File: src/rtl/cong_nbit_tuantu_if.sv
// Operand/result bundle for cong_nbit_tuantu.
//   master: drives start/a/b/cin/sub, observes s/cout/ovf/busy/done
//   slave : the adder itself
//   start  request, sampled only while idle
//   a, b   operands; cin carry/borrow-in; sub selects A-B-CIN
//   s      registered result, held until the next DONE
//   cout   raw carry out of the MSB (sub mode: 1 = no borrow)
//   ovf    two's-complement overflow; busy op in flight; done 1-cycle pulse
interface cong_nbit_tuantu_if #(
  parameter int unsigned WIDTH = 16
);
  logic             start;
  logic [WIDTH-1:0] a;
  logic [WIDTH-1:0] b;
  logic             cin;
  logic             sub;
  logic [WIDTH-1:0] s;
  logic             cout;
  logic             ovf;
  logic             busy;
  logic             done;

  modport master (
    output start, a, b, cin, sub,
    input  s, cout, ovf, busy, done
  );

  modport slave (
    input  start, a, b, cin, sub,
    output s, cout, ovf, busy, done
  );
endinterface

File: src/rtl/cong_nbit_tuantu.sv
// Multi-cycle adder/subtractor: WIDTH-bit operands added CHUNK bits per clock,
// least significant slice first, with a START/BUSY/DONE handshake.
//   clk_i   rising-edge clock
//   rst_ni  asynchronous active-low reset
//   bus_io  slave side of cong_nbit_tuantu_if (operands in, result/flags out)
// Latency from the accepting edge to DONE is WIDTH/CHUNK cycles; a START in
// the DONE cycle is accepted, so back-to-back operations have no gap.
module cong_nbit_tuantu #(
  parameter int unsigned WIDTH = 16,
  parameter int unsigned CHUNK = 4
) (
  input  logic              clk_i,
  input  logic              rst_ni,
  cong_nbit_tuantu_if.slave bus_io
);

  localparam int unsigned Steps = WIDTH / CHUNK;
  localparam int unsigned CntW  = (Steps > 1) ? $clog2(Steps) : 1;
  localparam logic [CntW-1:0] LastIdx = CntW'(Steps - 1);

  localparam logic StIdle = 1'b0;
  localparam logic StRun  = 1'b1;

  logic             state_q, state_d;
  logic [WIDTH-1:0] a_q, a_d;
  logic [WIDTH-1:0] b_q, b_d;   // already inverted in subtract mode
  logic             c_q, c_d;
  logic [CntW-1:0]  idx_q, idx_d;
  logic [WIDTH-1:0] acc_q, acc_d;
  logic [WIDTH-1:0] s_q, s_d;
  logic             cout_q, cout_d;
  logic             ovf_q, ovf_d;
  logic             done_q, done_d;

  logic [CHUNK-1:0] a_sl, b_sl, sum_sl;
  logic             c_out, c_msb;
  logic [WIDTH-1:0] acc_nx;

  // Operands are shifted right each step, so the live slice is always at the bottom.
  assign a_sl = a_q[CHUNK-1:0];
  assign b_sl = b_q[CHUNK-1:0];
  assign {c_out, sum_sl} = {1'b0, a_sl} + {1'b0, b_sl} + (CHUNK + 1)'(c_q);
  // Carry into the slice MSB recovered from its sum bit: a ^ b ^ s.
  assign c_msb = a_sl[CHUNK-1] ^ b_sl[CHUNK-1] ^ sum_sl[CHUNK-1];
  // New slice enters at the top of acc; after Steps shifts it is fully aligned.
  assign acc_nx = WIDTH'({sum_sl, acc_q} >> CHUNK);

  always_comb begin
    state_d = state_q;
    a_d     = a_q;
    b_d     = b_q;
    c_d     = c_q;
    idx_d   = idx_q;
    acc_d   = acc_q;
    s_d     = s_q;
    cout_d  = cout_q;
    ovf_d   = ovf_q;
    done_d  = 1'b0;
    unique case (state_q)
      StIdle: begin
        if (bus_io.start) begin
          a_d     = bus_io.a;
          b_d     = bus_io.sub ? ~bus_io.b : bus_io.b;
          c_d     = bus_io.sub ? ~bus_io.cin : bus_io.cin;
          idx_d   = '0;
          state_d = StRun;
        end
      end
      StRun: begin
        a_d   = a_q >> CHUNK;
        b_d   = b_q >> CHUNK;
        c_d   = c_out;
        acc_d = acc_nx;
        idx_d = idx_q + CntW'(1);
        if (idx_q == LastIdx) begin
          s_d     = acc_nx;
          cout_d  = c_out;
          ovf_d   = c_msb ^ c_out;
          done_d  = 1'b1;
          idx_d   = '0;
          state_d = StIdle;
        end
      end
      default: state_d = StIdle;
    endcase
  end

  always_ff @(posedge clk_i or negedge rst_ni) begin
    if (!rst_ni) begin
      state_q <= StIdle;
      a_q     <= '0;
      b_q     <= '0;
      c_q     <= 1'b0;
      idx_q   <= '0;
      acc_q   <= '0;
      s_q     <= '0;
      cout_q  <= 1'b0;
      ovf_q   <= 1'b0;
      done_q  <= 1'b0;
    end else begin
      state_q <= state_d;
      a_q     <= a_d;
      b_q     <= b_d;
      c_q     <= c_d;
      idx_q   <= idx_d;
      acc_q   <= acc_d;
      s_q     <= s_d;
      cout_q  <= cout_d;
      ovf_q   <= ovf_d;
      done_q  <= done_d;
    end
  end

  assign bus_io.s    = s_q;
  assign bus_io.cout = cout_q;
  assign bus_io.ovf  = ovf_q;
  assign bus_io.busy = (state_q == StRun);
  assign bus_io.done = done_q;

endmodule

File: src/flat_wrapper.sv
// flat-port wrapper written by rule: the top's interface ports become plain ports
module cong_nbit_tuantu_flat 
#(
  parameter int unsigned WIDTH = 16,
  parameter int unsigned CHUNK = 4
)
  (clk_i, rst_ni, bus_io_start, bus_io_a, bus_io_b, bus_io_cin, bus_io_sub, bus_io_s, bus_io_cout, bus_io_ovf, bus_io_busy, bus_io_done);
  cong_nbit_tuantu_if #(.WIDTH(WIDTH)) bus_io_i ();
  input  logic clk_i;
  input  logic rst_ni;
  input wire logic [$bits(bus_io_i.start)-1:0] bus_io_start;
  input wire logic [$bits(bus_io_i.a)-1:0] bus_io_a;
  input wire logic [$bits(bus_io_i.b)-1:0] bus_io_b;
  input wire logic [$bits(bus_io_i.cin)-1:0] bus_io_cin;
  input wire logic [$bits(bus_io_i.sub)-1:0] bus_io_sub;
  output wire logic [$bits(bus_io_i.s)-1:0] bus_io_s;
  output wire logic [$bits(bus_io_i.cout)-1:0] bus_io_cout;
  output wire logic [$bits(bus_io_i.ovf)-1:0] bus_io_ovf;
  output wire logic [$bits(bus_io_i.busy)-1:0] bus_io_busy;
  output wire logic [$bits(bus_io_i.done)-1:0] bus_io_done;
  assign bus_io_i.start = bus_io_start;
  assign bus_io_i.a = bus_io_a;
  assign bus_io_i.b = bus_io_b;
  assign bus_io_i.cin = bus_io_cin;
  assign bus_io_i.sub = bus_io_sub;
  assign bus_io_s = bus_io_i.s;
  assign bus_io_cout = bus_io_i.cout;
  assign bus_io_ovf = bus_io_i.ovf;
  assign bus_io_busy = bus_io_i.busy;
  assign bus_io_done = bus_io_i.done;
  cong_nbit_tuantu #(.WIDTH(WIDTH), .CHUNK(CHUNK)) u_core (.clk_i(clk_i), .rst_ni(rst_ni), .bus_io(bus_io_i));
endmodule
File: config.mk
export PLATFORM = sky130hd
export DESIGN_NAME = cong_nbit_tuantu_flat
export DESIGN_NICKNAME = d
export VERILOG_FILES = /design/src/rtl/cong_nbit_tuantu_if.sv /design/src/rtl/cong_nbit_tuantu.sv /design/src/flat_wrapper.sv
export SDC_FILE = /design/constraint.sdc
export NUM_CORES = 1
export LEC_CHECK = 0
export BUFFER_PORTS_ARGS = -buffer_cell sky130_fd_sc_hd__buf_2
export CAP_MARGIN = 0
export CORE_MARGIN = 2
export CORE_UTILIZATION = 30
export CTS_CLUSTER_DIAMETER = 50
export CTS_CLUSTER_SIZE = 25
export DETAILED_ROUTE_END_ITERATION = 8
export GPL_TIMING_DRIVEN = 0
export PLACE_DENSITY_LB_ADDON = 0.3
export SLEW_MARGIN = 20
export SYNTH_ARGS = -nofsm -noshare
export SYNTH_HDL_FRONTEND = slang
export SYNTH_SLANG_ARGS = --single-unit
File: constraint.sdc
create_clock -name clk_i -period 2.3 [get_ports clk_i]
set_input_delay 0.23 -clock clk_i [delete_from_list [all_inputs] [get_ports clk_i]]
set_output_delay 0.23 -clock clk_i [all_outputs]
set_load 0.01 [all_outputs]
Word level (Yosys, flattened, before mapping)
Cells that the tools add are included.
{"block": "word_totals", "wordCells": 38, "ff_bits": 71, "in_bits": 37}
{"block": "classes", "bitwise": 6, "reduce_logical": 1, "mux": 16, "add_sub_neg": 3, "eq_ne": 2}
{"op": "16-bit case mux with 2 select lines", "count": 2}
{"op": "16-bit two-way mux", "count": 3}
{"op": "16-bit NOT", "count": 1}
{"op": "1-bit two-way mux", "count": 6}
{"op": "4-bit by 4-bit adder with 5-bit output", "count": 1}
{"op": "5-bit by 1-bit adder with 5-bit output", "count": 1}
{"op": "2-bit two-way mux", "count": 2}
{"op": "1-bit case mux with 2 select lines", "count": 2}
{"op": "2-bit case mux with 2 select lines", "count": 1}
{"op": "1-bit XOR", "count": 3}
{"op": "2-bit by 1-bit adder with 2-bit output, second input constant", "count": 1}
{"op": "2-bit equality test, second input constant", "count": 1}
{"op": "2-bit != test, second input constant", "count": 1}
{"op": "1-bit NOT", "count": 2}
{"op": "2-bit AND reduction", "count": 1}

Longest topological paths before layout
Gate-level depths: netlist (run 1).
{"block": "logic_depth", "ltp_word": 4, "depth_mapped": 7, "mapped_depth_nobuf": 7}

Least setup slack after synthesis (run 1)
Ideal clock, no wire load.
{"block": "synth_timing", "path_kind": "register to register", "start": "register u_core.c_q", "end": "register u_core.ovf_q (netlist: u_core.bus_io.ovf)", "t_required_ns": 2.174, "arrival_ns": 1.530, "stages_incl_launch_ff": 8, "period_less_slack_ns": 1.657, "setup_ns": 0.126, "setup_slack_ns": 0.643, "cell_sequence": "dfrtp_1 > fa_1 > inv_1 > fa_1 > nand2b_1 > a21oi_1 > xor2_1 > o21ai_0"}
{"block": "synth_between", "elab_chain_len": 3}
{"item": "from (decl)", "line_no": "cong_nbit_tuantu.sv:27", "source": "logic c_q, c_d;"}
{"item": "from (signal assigned)", "line_no": "cong_nbit_tuantu.sv:93", "source": "c_q <= 1'b0;"}
{"item": "from (signal assigned)", "line_no": "cong_nbit_tuantu.sv:104", "source": "c_q <= c_d;"}
{"item": "5-bit by 1-bit adder with 5-bit output (*)", "line_no": "cong_nbit_tuantu.sv:42", "source": "assign {c_out, sum_sl} = {1'b0, a_sl} + {1'b0, b_sl} + (CHUNK + 1)'(c_q);"}
{"item": "1-bit XOR", "line_no": "cong_nbit_tuantu.sv:44", "source": "assign c_msb = a_sl[CHUNK-1] ^ b_sl[CHUNK-1] ^ sum_sl[CHUNK-1];"}
{"item": "1-bit XOR (*)", "line_no": "cong_nbit_tuantu.sv:78", "source": "ovf_d = c_msb ^ c_out;"}
{"item": "to (signal assigned)", "line_no": "cong_nbit_tuantu.sv:109", "source": "ovf_q <= ovf_d;"}
{"item": "to (decl)", "line_no": "cong_nbit_tuantu.sv:32", "source": "logic ovf_q, ovf_d;"}
Every way passes the cells marked *; elsewhere a longest branch is shown, timed or not.
A chain may end at the register's enable or synchronous reset.

Worst setup path after layout (run 1)
{"block": "layout_timing", "start": "register u_core.a_q[0]", "end": "register u_core.ovf_q (netlist: u_core.bus_io.ovf)"}
{"block": "layout_between", "elab_chain_len": 4}
{"item": "from (decl)", "line_no": "cong_nbit_tuantu.sv:25", "source": "logic [WIDTH-1:0] a_q, a_d;"}
{"item": "from (signal assigned)", "line_no": "cong_nbit_tuantu.sv:91", "source": "a_q <= '0;"}
{"item": "from (signal assigned)", "line_no": "cong_nbit_tuantu.sv:102", "source": "a_q <= a_d;"}
{"item": "4-bit by 4-bit adder with 5-bit output (*)", "line_no": "cong_nbit_tuantu.sv:42"}
{"item": "5-bit by 1-bit adder with 5-bit output (*)", "line_no": "cong_nbit_tuantu.sv:42"}
{"item": "1-bit XOR", "line_no": "cong_nbit_tuantu.sv:44"}
{"item": "1-bit XOR (*)", "line_no": "cong_nbit_tuantu.sv:78"}
Marks and branches as above.

==> results of run 1 <==
metrics by stage:
step / cells / power, W / hold slack, ns
after floorplan: 263 / 0.00304 / -0.0656
after global placement: 450 / 0.00353 / 0.457
after detailed placement: 451 / 0.00360 / 0.168
after CTS: 466 / 0.00446 / 0.120
after global routing: 466 / 0.00475 / 0.147
final: 466 / 0.00439 / 0.131
synth_stat cells, drive strengths merged:
master   n
a21oi   16
mux2i   17
xnor2   19
a22o     2
fa       2
ha       4
clkbuf   3
xor2     1
a211oi   4
mux2    27
o21ai   27
dfrtp   67
buf     13
nand2b   1
nor2    26
nand2   28
a21o     1
inv      5
per-layer routing:
metal | track usage, % | up-vias | wire length [um]
met5 | 0 | - | 0
met4 | 3.71 | 0 | 70
met3 | 4.05 | 9 | 320
met2 | 19.9 | 59 | 2980
met1 | 16.9 | 989 | 2950
li1 | - | 1021 | -
cell families (layout without fill, tap and decap cells):
| family | count (synthesis) | in the layout | synth area share (%) |
|---|---|---|---|
| flops | 67 | 67 | 55.1 |
| simple gates | 55 | 55 | 6.95 |
| compound gates | 50 | 50 | 9.26 |
| mux | 44 | 44 | 15.8 |
| buf+inv | 21 | 91 | 4.11 |
| xor+xnor | 20 | 20 | 5.76 |
| fa+ha+maj | 6 | 6 | 2.96 |
sequential cells by signal (all words and copies together) (netlist names):
signal and flops:
u_core.bus_io.done 1, u_core.b_q 16, u_core.c_q 1, u_core.idx_q 2, u_core.a_q 16, u_core.bus_io.ovf 1
u_core.bus_io.s 16, u_core.bus_io.cout 1, u_core.acc_q 12, u_core.bus_io.busy 1
final cells by class:
cell class,instances,area share (%)
Buffer,16,2.89
Timing Repair Buffer,56,8.23
Sequential cell,67,45.6
Inverter,5,0.510
Multi-Input combinational cell,175,33.7
Clock buffer,11,4.12
Clock inverter,3,0.408
Tap cell,133,4.53
report_power, final:
group          leakage (nW)  switching [W]  internal (W)
Combinational         0.815       0.000808      0.000795
Clock                0.0908       0.000420      0.000432
Sequential            0.864       0.000275       0.00166
Total                  1.77        0.00150       0.00289
worst register-to-register path: stages (launching register included):
cell and delay, ns:
sky130_fd_sc_hd__dfrtp_1 0.39, sky130_fd_sc_hd__fa_1 0.20, sky130_fd_sc_hd__inv_1 0.06, sky130_fd_sc_hd__fa_1 0.40, sky130_fd_sc_hd__nand2b_1 0.16, sky130_fd_sc_hd__a21oi_1 0.25, sky130_fd_sc_hd__xor2_1 0.25, sky130_fd_sc_hd__o21ai_0 0.11
worst paths after layout:
check                                      end  slack (ns)  cells after the start
setup / recovery             u_core.bus_io.ovf        0.37                      7
hold / removal                  u_core.a_q[14]        0.13                      3
setup reg to reg             u_core.bus_io.ovf        0.37                      7
hold reg to reg            u_core.bus_io.s[13]        0.48                      2
max in group asynchronous        u_core.a_q[0]        1.42                      3
min in group asynchronous      u_core.acc_q[7]        0.34                      2
==> impl_metrics.ini, run 1 <==
[worst_setup_path]
timing.critical_path.slowest_cell_delay_ns = 0.40
crit_buf_inv = 1
worst_path_class_setup = reg -> reg
cp.arrival_ns = 2.15
crit_path_max_fanout = 3
timing.critical_path.from = u_core.a_q[0]
end_kind = flip-flop
crit_family = adder cells
worst_path_most_repeated_cell = sky130_fd_sc_hd__fa_1
critical_path_required_ns = 2.52
setup.worst_path.start_class = flip-flop
regToRegStartpoint = u_core.a_q[0]
crit_path_top_delay_cell = sky130_fd_sc_hd__fa_1
crit_path_cell_trace = fa_1, inv_1, fa_1, nand2b_1, a21oi_1, xor2_1, o21ai_0

[power_and_ir_drop]
cellPowerDensity_nw_per_um2 = 1190
leakage_nw = 1.77
worst_ir_drop_vdd_mv = 0.499

[synth]
synth_top_area_share_pct = 55.1
yosys_register_bits = 67
post_synth_main_area_contributors = sky130_fd_sc_hd__dfrtp_1 (55%), sky130_fd_sc_hd__mux2_2 (9.3%), sky130_fd_sc_hd__mux2i_1 (5.6%), sky130_fd_sc_hd__xnor2_1 (5.5%), sky130_fd_sc_hd__o21ai_0 (4.3%)
synth_cell_type_count = 26
netlist.top_cell.by_area = sky130_fd_sc_hd__dfrtp_1
netlist_instances = 263
share_of_synthesized_area_occupied_by_flip_flops_and_latches_pct = 55.1
mean_area_per_synthesized_cell_um2 = 11.6
synth_area_um2 = 3040
ys_warn_count = 0
number_of_nets_in_the_synthesized_netlist = 306

[placement]
port-buffer-count = 54
placed_area_um2 = 3500
dp_hpwl_um = 4650
dp_slack_ns = 0.361
gp_routability_congestion = 0.705

[grt]
grtUsageTotal_pct = 12.7
first_global_vias = 2162
grt_max_degree = 43
grt_first_pass_wirelength_um = 11000
globalRoute.totalOverflow = 0
initial_antenna_violation_count = 0

[timing]
max_freq_ghz = 0.518
report.final.hold_viol_count = 0
worst_slew_pin_slew_ns = 0.455
setup_slack_ns = 0.369
slew_violations = 0
layout_worst_path_cycle_share_pct = 84.0
finalSetupViolations = 0
max-slew-margin-rel_pct = 69.7
clock-skew-final_ns = 0.00815
unrepaired_setup_endpoints_after_global_routing = false
period_minus_slack_ns = 1.93
fin_tns_setup_ns = 0

[cells_and_area]
sequential_cell_area_um2 = 1680
post_route_cells_drive_above_1_share_pct = 33.6
layout.cells.most_common = sky130_fd_sc_hd__dfrtp_1
num-nets-final = 373
flow.area_growth_from_synthesis_pct = 20.9
nFillCells = 1024
final_design_area_no_fill_um2 = 3680
mostFrequentLayoutCells = sky130_fd_sc_hd__dfrtp_1 (67), sky130_fd_sc_hd__buf_2 (60), sky130_fd_sc_hd__nand2_1 (27), sky130_fd_sc_hd__nor2_1 (26), sky130_fd_sc_hd__o21ai_0 (26)
antenna_cells_inserted = 0
final_core_utilization_pct = 37.4
area_occupied_by_multi_input_gates_um2 = 1240

[route]
routed_via_density = 4.46
detail-route-antenna-nets = 0
drc_errors = 0
drt_first_pass_iters = 4
postRouteWirelength_um = 6320
drtIter0Drc = 58
routed-via-count = 2078
post_drt_wl_per_cell_um = 13.6

[floorplanning]
core_area_um2 = 9820
die_area_um2 = 11000
initial_core_util_pct = 31.0
row_count = 36
dieWidth_um = 105
dieHeight_um = 105
ios = 57

[clock_tree]
clock_sink_count = 67
post_cts_resize_count = 0
cts-buffers-inserted = 9
cts_post_setup_buffers_inserted = 0
cts.root.buffer_cell = sky130_fd_sc_hd__clkbuf_8
ctsHtreeMaxLevel = 3
clk_pin_slew_worst_paths_ns = 0.07
cts_hold_buffers = 1
clock_path_buffers = 2
insertion_delay_ns = 0.34
clock_tree_from_tritoncts = built

[min_path]
startpoint_of_the_most_critical_hold_path = bus_io_a[14]
worst_hold_path_type = in -> reg

[flow_run]
maxCapViolCount = 0

[status]
outcome = completed
Power figures use the tool's default switching activity.
==> run 2: changes to the inputs <==
==> constraint.sdc (replaced) <==
create_clock -name clk_i -period 1.7 [get_ports clk_i]
set_input_delay 0.17 -clock clk_i [delete_from_list [all_inputs] [get_ports clk_i]]
set_output_delay 0.17 -clock clk_i [all_outputs]
set_load 0.01 [all_outputs]
==> run 2 against run 1 <==
Against the previous run:
- utilization increased by 0.74 points
- the flow now finishes with violations (negative setup slack)
- total power up 38%
- highest routed layer unchanged
- fmax increased by 9.5%
- final cell count up 0.86%
- final area increased by 2.0%
- clock skew is 0.0017 ns lower
- non-clock buffer count increased by 4
- combinational power grew 44%
- sequential share of layout area decreased by 0.88 points
- largest cell class unchanged
- via count increased by 0.72%
- count of clock-buffer cells in the layout stayed put
- critical path type unchanged
==> impl_metrics.ini, run 2 (same netlist as run 1, synthesis figures left out) <==
[clock_tree]
clk_pin_slew_worst_paths_ns = 0.07
clock_path_buffers = 2
ctsHtreeMaxLevel = 3
clock_tree_from_tritoncts = built
cts.root.buffer_cell = sky130_fd_sc_hd__clkbuf_8
cts-buffers-inserted = 9
insertion_delay_ns = 0.34
clock_sink_count = 67

[route]
detail-route-antenna-nets = 0
routed_via_density = 4.45
postRouteWirelength_um = 6450
routed-via-count = 2093
drtIter0Drc = 43
drc_errors = 0
post_drt_wl_per_cell_um = 13.7
drt_first_pass_iters = 4

[cells_and_area]
num-nets-final = 377
post_route_cells_drive_above_1_share_pct = 36.2
final_design_area_no_fill_um2 = 3750
flow.area_growth_from_synthesis_pct = 23.3
mostFrequentLayoutCells = sky130_fd_sc_hd__dfrtp_1 (67), sky130_fd_sc_hd__buf_2 (60), sky130_fd_sc_hd__nand2_1 (27), sky130_fd_sc_hd__nor2_1 (26), sky130_fd_sc_hd__o21ai_0 (24)
antenna_cells_inserted = 0
nFillCells = 1017
layout.cells.most_common = sky130_fd_sc_hd__dfrtp_1

[grt]
grtUsageMet2_pct = 19.9
grt_max_degree = 43
first_global_vias = 2187
global_route.peak_usage_layer = met2
grt_first_pass_wirelength_um = 11100
initial_antenna_violation_count = 0
globalRoute.totalOverflow = 0
grtUsageTotal_pct = 12.9
grt_util_met1_pct = 17.2
met3_usage_pct = 4.05

[flow_run]
maxCapViolCount = 0

[min_path]
hold-path-endpoint = u_core.a_q[14]
hold-path-cell-count = 3
startpoint_of_the_most_critical_hold_path = bus_io_a[14]
worst_hold_path_type = in -> reg

[worst_setup_path]
worst_path_class_setup = reg -> reg
critical_path_required_ns = 1.92
cp.arrival_ns = 1.98
timing.critical_path.slowest_cell_delay_ns = 0.40
crit_path_top_delay_cell = sky130_fd_sc_hd__dfrtp_1
crit_path_max_fanout = 2
regToRegStartpoint = u_core.c_q
regToRegEndpoint = u_core.bus_io.cout
setup.worst_path.start_class = flip-flop
rr_worst_depth = 7
end_kind = flip-flop
rrSetupSlack_ns = -0.06
worst_path_most_repeated_cell = sky130_fd_sc_hd__fa_2
crit_path_cell_trace = fa_2, inv_2, fa_2, nand2b_4, a21oi_4, buf_6, mux2_4

[placement]
placed_area_um2 = 3500
port-buffer-count = 54
dp_hpwl_um = 4650
gp_routability_congestion = 0.705

[timing]
unrepaired_setup_endpoints_after_global_routing = true
finalSetupViolations = 1
max_freq_ghz = 0.567
report.final.hold_viol_count = 0
setup_slack_ns = -0.0639
clock-skew-final_ns = 0.00644
worst_slew_pin_slew_ns = 0.453
fin_tns_setup_ns = -0.0639
max-slew-margin-rel_pct = 69.8
layout_worst_path_cycle_share_pct = 104
period_minus_slack_ns = 1.76
slew_violations = 0

[power_and_ir_drop]
power.switching_fraction_pct = 34.3
p_comb_share_pct = 37.8
power.sequential.fraction_pct = 43.2
pwr-share-clk_pct = 18.9
worst_ir_drop_vdd_mv = 0.678
internal_power_w = 0.00399
cellPowerDensity_nw_per_um2 = 1620
leakage_nw = 1.80
net_switching_power_w = 0.00208

[status]
failed_checks = negative setup slack
outcome = complete, but fails checks

[floorplanning]
die_area_um2 = 11000
initial_core_util_pct = 31.0
row_count = 36
dieWidth_um = 105
ios = 57
dieHeight_um = 105
core_area_um2 = 9820
==> run 2: area by class of cell <==
class,instances,area (um^2),share of cell area [%]
Timing Repair Buffer,60,337,8.98
Clock inverter,3,15.0,0.400
Sequential cell,67,1680,44.7
Clock buffer,11,151,4.04
Tap cell,133,166,4.44
Buffer,16,106,2.84
Multi-Input combinational cell,175,1280,34.1
Inverter,5,18.8,0.501
==> run 2: stage by stage <==
stage | power (W) | instances | hold slack, ns | setup slack [ns] | utilization [%]
2_1_floorplan | 0.00412 | 263 | -0.126 | 0.0432 | -
3_3_place_gp | 0.00477 | 450 | 0.412 | -0.219 | 35.4
3_5_place_dp | 0.00487 | 451 | 0.108 | -0.239 | 35.7
4_1_cts | 0.00611 | 468 | 0.0597 | -0.102 | 37.8
5_1_grt | 0.00656 | 470 | 0.0866 | -0.123 | 38.2
6_report | 0.00607 | 470 | 0.0738 | -0.0639 | 38.2
==> run 2: worst max-delay path by stage <==
stage                        from                 end  slack, ns  depth (start not counted)
floorplan              u_core.c_q   u_core.bus_io.ovf       0.04                          7
global placement    u_core.a_q[0]   u_core.bus_io.ovf      -0.22                          7
detailed placement  u_core.a_q[0]   u_core.bus_io.ovf      -0.24                          7
CTS                 u_core.a_q[0]   u_core.bus_io.ovf      -0.10                          7
global route           u_core.c_q  u_core.bus_io.cout      -0.12                          7
finish                 u_core.c_q  u_core.bus_io.cout      -0.06                          7
==> run 2: power by group through the flow <==
stage               Clock (W)  Sequential [W]  Combinational (W)
finish                0.00115         0.00263            0.00230
global route          0.00127         0.00272            0.00257
floorplan                   0         0.00266            0.00146
CTS                   0.00119         0.00263            0.00228
global placement            0         0.00264            0.00213
detailed placement          0         0.00266            0.00221
==> run 2: repair_timing <==
| action | 4_1_cts | 5_1_grt |
|---|---|---|
| pin swaps | 4 | 3 |
| gates resized for setup | 8 | 4 |
| setup buffers | 2 | 2 |
| hold buffers | 1 | 0 |
| hold endpoints to repair | 25 | 0 |
| endpoints found under the setup margin | 5 | 5 |
==> run 2: layer usage <==
metal	up-vias	share of wire, %
met5	-	0
met4	0	1.2
met3	10	4.9
met2	58	47
met1	999	47
li1	1026	-
==> run 2: critical path, delay by kind of cell, from the launching register on <==
family	cells	cell delay, ns
AND/OR/NAND/NOR	1	0.14
flip-flops	1	0.40
AO/OA/AOI/OAI	1	0.07
buffers and inverters	2	0.19
adder cells (fa/ha/maj)	2	0.60
multiplexers	1	0.24
==> run 3: changes to the inputs <==
--- a/config.mk
+++ b/config.mk
@@ -14,6 +14,7 @@
 export DETAILED_ROUTE_END_ITERATION = 8
 export GPL_TIMING_DRIVEN = 0
 export PLACE_DENSITY_LB_ADDON = 0.3
+export SETUP_SLACK_MARGIN = 0.02
 export SLEW_MARGIN = 20
 export SYNTH_ARGS = -nofsm -noshare
 export SYNTH_HDL_FRONTEND = slang
==> run 3 against run 2 <==
Against the previous run:
- the run still ends with negative setup slack left
- final cell count unchanged
- worst setup slack better by 0.00073 ns
- via count is essentially flat
- sequential cell count did not move
- sequential power about the same
- global-route usage unchanged
==> impl_metrics.ini, run 3 (same netlist as run 1, synthesis figures left out) <==
[clock_tree]
cts.root.buffer_cell = sky130_fd_sc_hd__clkbuf_8
cts-buffers-inserted = 9
clk_pin_slew_worst_paths_ns = 0.07
ctsHtreeMaxLevel = 3
clock_path_buffers = 2
insertion_delay_ns = 0.34
clock_sink_count = 67
clock_tree_from_tritoncts = built

[timing]
period_minus_slack_ns = 1.76
clock-skew-final_ns = 0.00644
slew_violations = 0
fin_tns_setup_ns = -0.0632
max-slew-margin-rel_pct = 69.8
report.final.hold_viol_count = 0
max_freq_ghz = 0.567
setup_slack_ns = -0.0632
finalSetupViolations = 1
worst_slew_pin_slew_ns = 0.453
layout_worst_path_cycle_share_pct = 104
unrepaired_setup_endpoints_after_global_routing = true

[grt]
initial_antenna_violation_count = 0
grtUsageMet2_pct = 19.9
globalRoute.totalOverflow = 0
grt_max_degree = 43
grtUsageTotal_pct = 12.9
global_route.peak_usage_layer = met2
met3_usage_pct = 4.05
grt_util_met1_pct = 17.2
first_global_vias = 2187
grt_first_pass_wirelength_um = 11100

[worst_setup_path]
critical_path_required_ns = 1.92
end_kind = flip-flop
rrSetupSlack_ns = -0.06
cp.arrival_ns = 1.98
setup.worst_path.start_class = flip-flop
worst_path_class_setup = reg -> reg
crit_path_max_fanout = 2

[power_and_ir_drop]
totalPowerFinal_w = 0.00609
power.switching_fraction_pct = 34.3
internal_power_w = 0.00400
power.sequential.fraction_pct = 43.1
cellPowerDensity_nw_per_um2 = 1620
p_comb_share_pct = 38.1
worst_ir_drop_vdd_mv = 0.678
pwr-share-clk_pct = 18.8
net_switching_power_w = 0.00209
leakage_nw = 1.81

[min_path]
worst_hold_path_type = in -> reg

[placement]
dp_slack_ns = -0.239
dp_hpwl_um = 4650
gp_routability_congestion = 0.705
placed_cells_incl_taps = 451
port-buffer-count = 54
placed_area_um2 = 3500

[floorplanning]
initial_core_util_pct = 31.0
die_area_um2 = 11000
ios = 57
core_area_um2 = 9820
row_count = 36
dieWidth_um = 105
dieHeight_um = 105

[status]
failed_checks = negative setup slack
outcome = complete, but fails checks

[cells_and_area]
num-nets-final = 377
mostFrequentLayoutCells = sky130_fd_sc_hd__dfrtp_1 (67), sky130_fd_sc_hd__buf_2 (60), sky130_fd_sc_hd__nand2_1 (27), sky130_fd_sc_hd__nor2_1 (26), sky130_fd_sc_hd__o21ai_0 (24)
sequential_cell_area_um2 = 1680
area_occupied_by_multi_input_gates_um2 = 1290
final_design_area_no_fill_um2 = 3760
layout.cells.most_common = sky130_fd_sc_hd__dfrtp_1
final_non_filler_cell_total = 470
post_route_cells_drive_above_1_share_pct = 36.5
flow.area_growth_from_synthesis_pct = 23.5
nFillCells = 1016
antenna_cells_inserted = 0

[route]
routed-via-count = 2094
postRouteWirelength_um = 6440
routed_via_density = 4.46
drt_first_pass_iters = 4
drc_errors = 0
detail-route-antenna-nets = 0
post_drt_wl_per_cell_um = 13.7
drtIter0Drc = 36

[flow_run]
maxCapViolCount = 0
-- run 3: cell counts in the layout (fill, tap and decap cells not counted) --
No cell type changed its count.
-- run 3: worst paths after layout --
| path | end | cells after the start | start |
|---|---|---|---|
| hold reg to reg | u_core.bus_io.s[13] | 2 | u_core.bus_io.s[13] |
| hold / removal | u_core.a_q[14] | 3 | bus_io_a[14] |
| setup reg to reg | u_core.bus_io.cout | 7 | u_core.c_q |
| max in group asynchronous | u_core.a_q[0] | 3 | rst_ni |
| min in group asynchronous | u_core.acc_q[7] | 2 | rst_ni |
| setup / recovery | u_core.bus_io.cout | 7 | u_core.c_q |
-- run 3: layout make-up --
class                      count  share of cell area (%)
sequential                    67                    44.6
multi-input combinational    175                    34.2
timing repair buffer          60                    8.96
tap                          133                    4.43
clock buffer                  11                    4.03
buffer                        16                    2.83
inverter                       5                   0.500
clock inverter                 3                   0.400
-- run 3: worst max-delay path, stage by stage (launching register included) --
cell and delay [ns]:
sky130_fd_sc_hd__dfrtp_1 0.40, sky130_fd_sc_hd__fa_2 0.40, sky130_fd_sc_hd__inv_2 0.07, sky130_fd_sc_hd__fa_2 0.20
sky130_fd_sc_hd__nand2b_4 0.14, sky130_fd_sc_hd__a21oi_4 0.07, sky130_fd_sc_hd__buf_6 0.12, sky130_fd_sc_hd__mux2_4 0.24
-- run 3: timing repair --
action | 4_1_cts | 5_1_grt
hold buffers | 1 | 0
buffers inserted | 2 | 2
resized for setup | 8 | 5
pin swaps | 4 | 4
setup endpoints to repair | 5 | 5
endpoints found under the hold margin | 25 | 0
-- run 3: through the flow --
| stage | hold WS, ns | utilization, % |
|---|---|---|
| floorplan | -0.126 | - |
| global placement | 0.412 | 35.4 |
| detailed placement | 0.108 | 35.7 |
| CTS | 0.0597 | 37.8 |
| global route | 0.0866 | 38.3 |
| finish | 0.0736 | 38.3 |
-- run 3: metal layers --
| layer | share of wire, % | vias to the layer above |
|---|---|---|
| li1 | - | 1027 |
| met4 | 1.2 | 0 |
| met3 | 4.9 | 10 |
| met1 | 47 | 999 |
| met5 | 0 | - |
| met2 | 47 | 58 |
-- run 3: power groups by stage --
stage / combinational, W / sequential (W) / clock, W
2_1_floorplan: 0.00146 / 0.00266 / 0
3_3_place_gp: 0.00213 / 0.00264 / 0
3_5_place_dp: 0.00221 / 0.00266 / 0
4_1_cts: 0.00228 / 0.00263 / 0.00119
5_1_grt: 0.00259 / 0.00272 / 0.00127
6_report: 0.00232 / 0.00263 / 0.00115
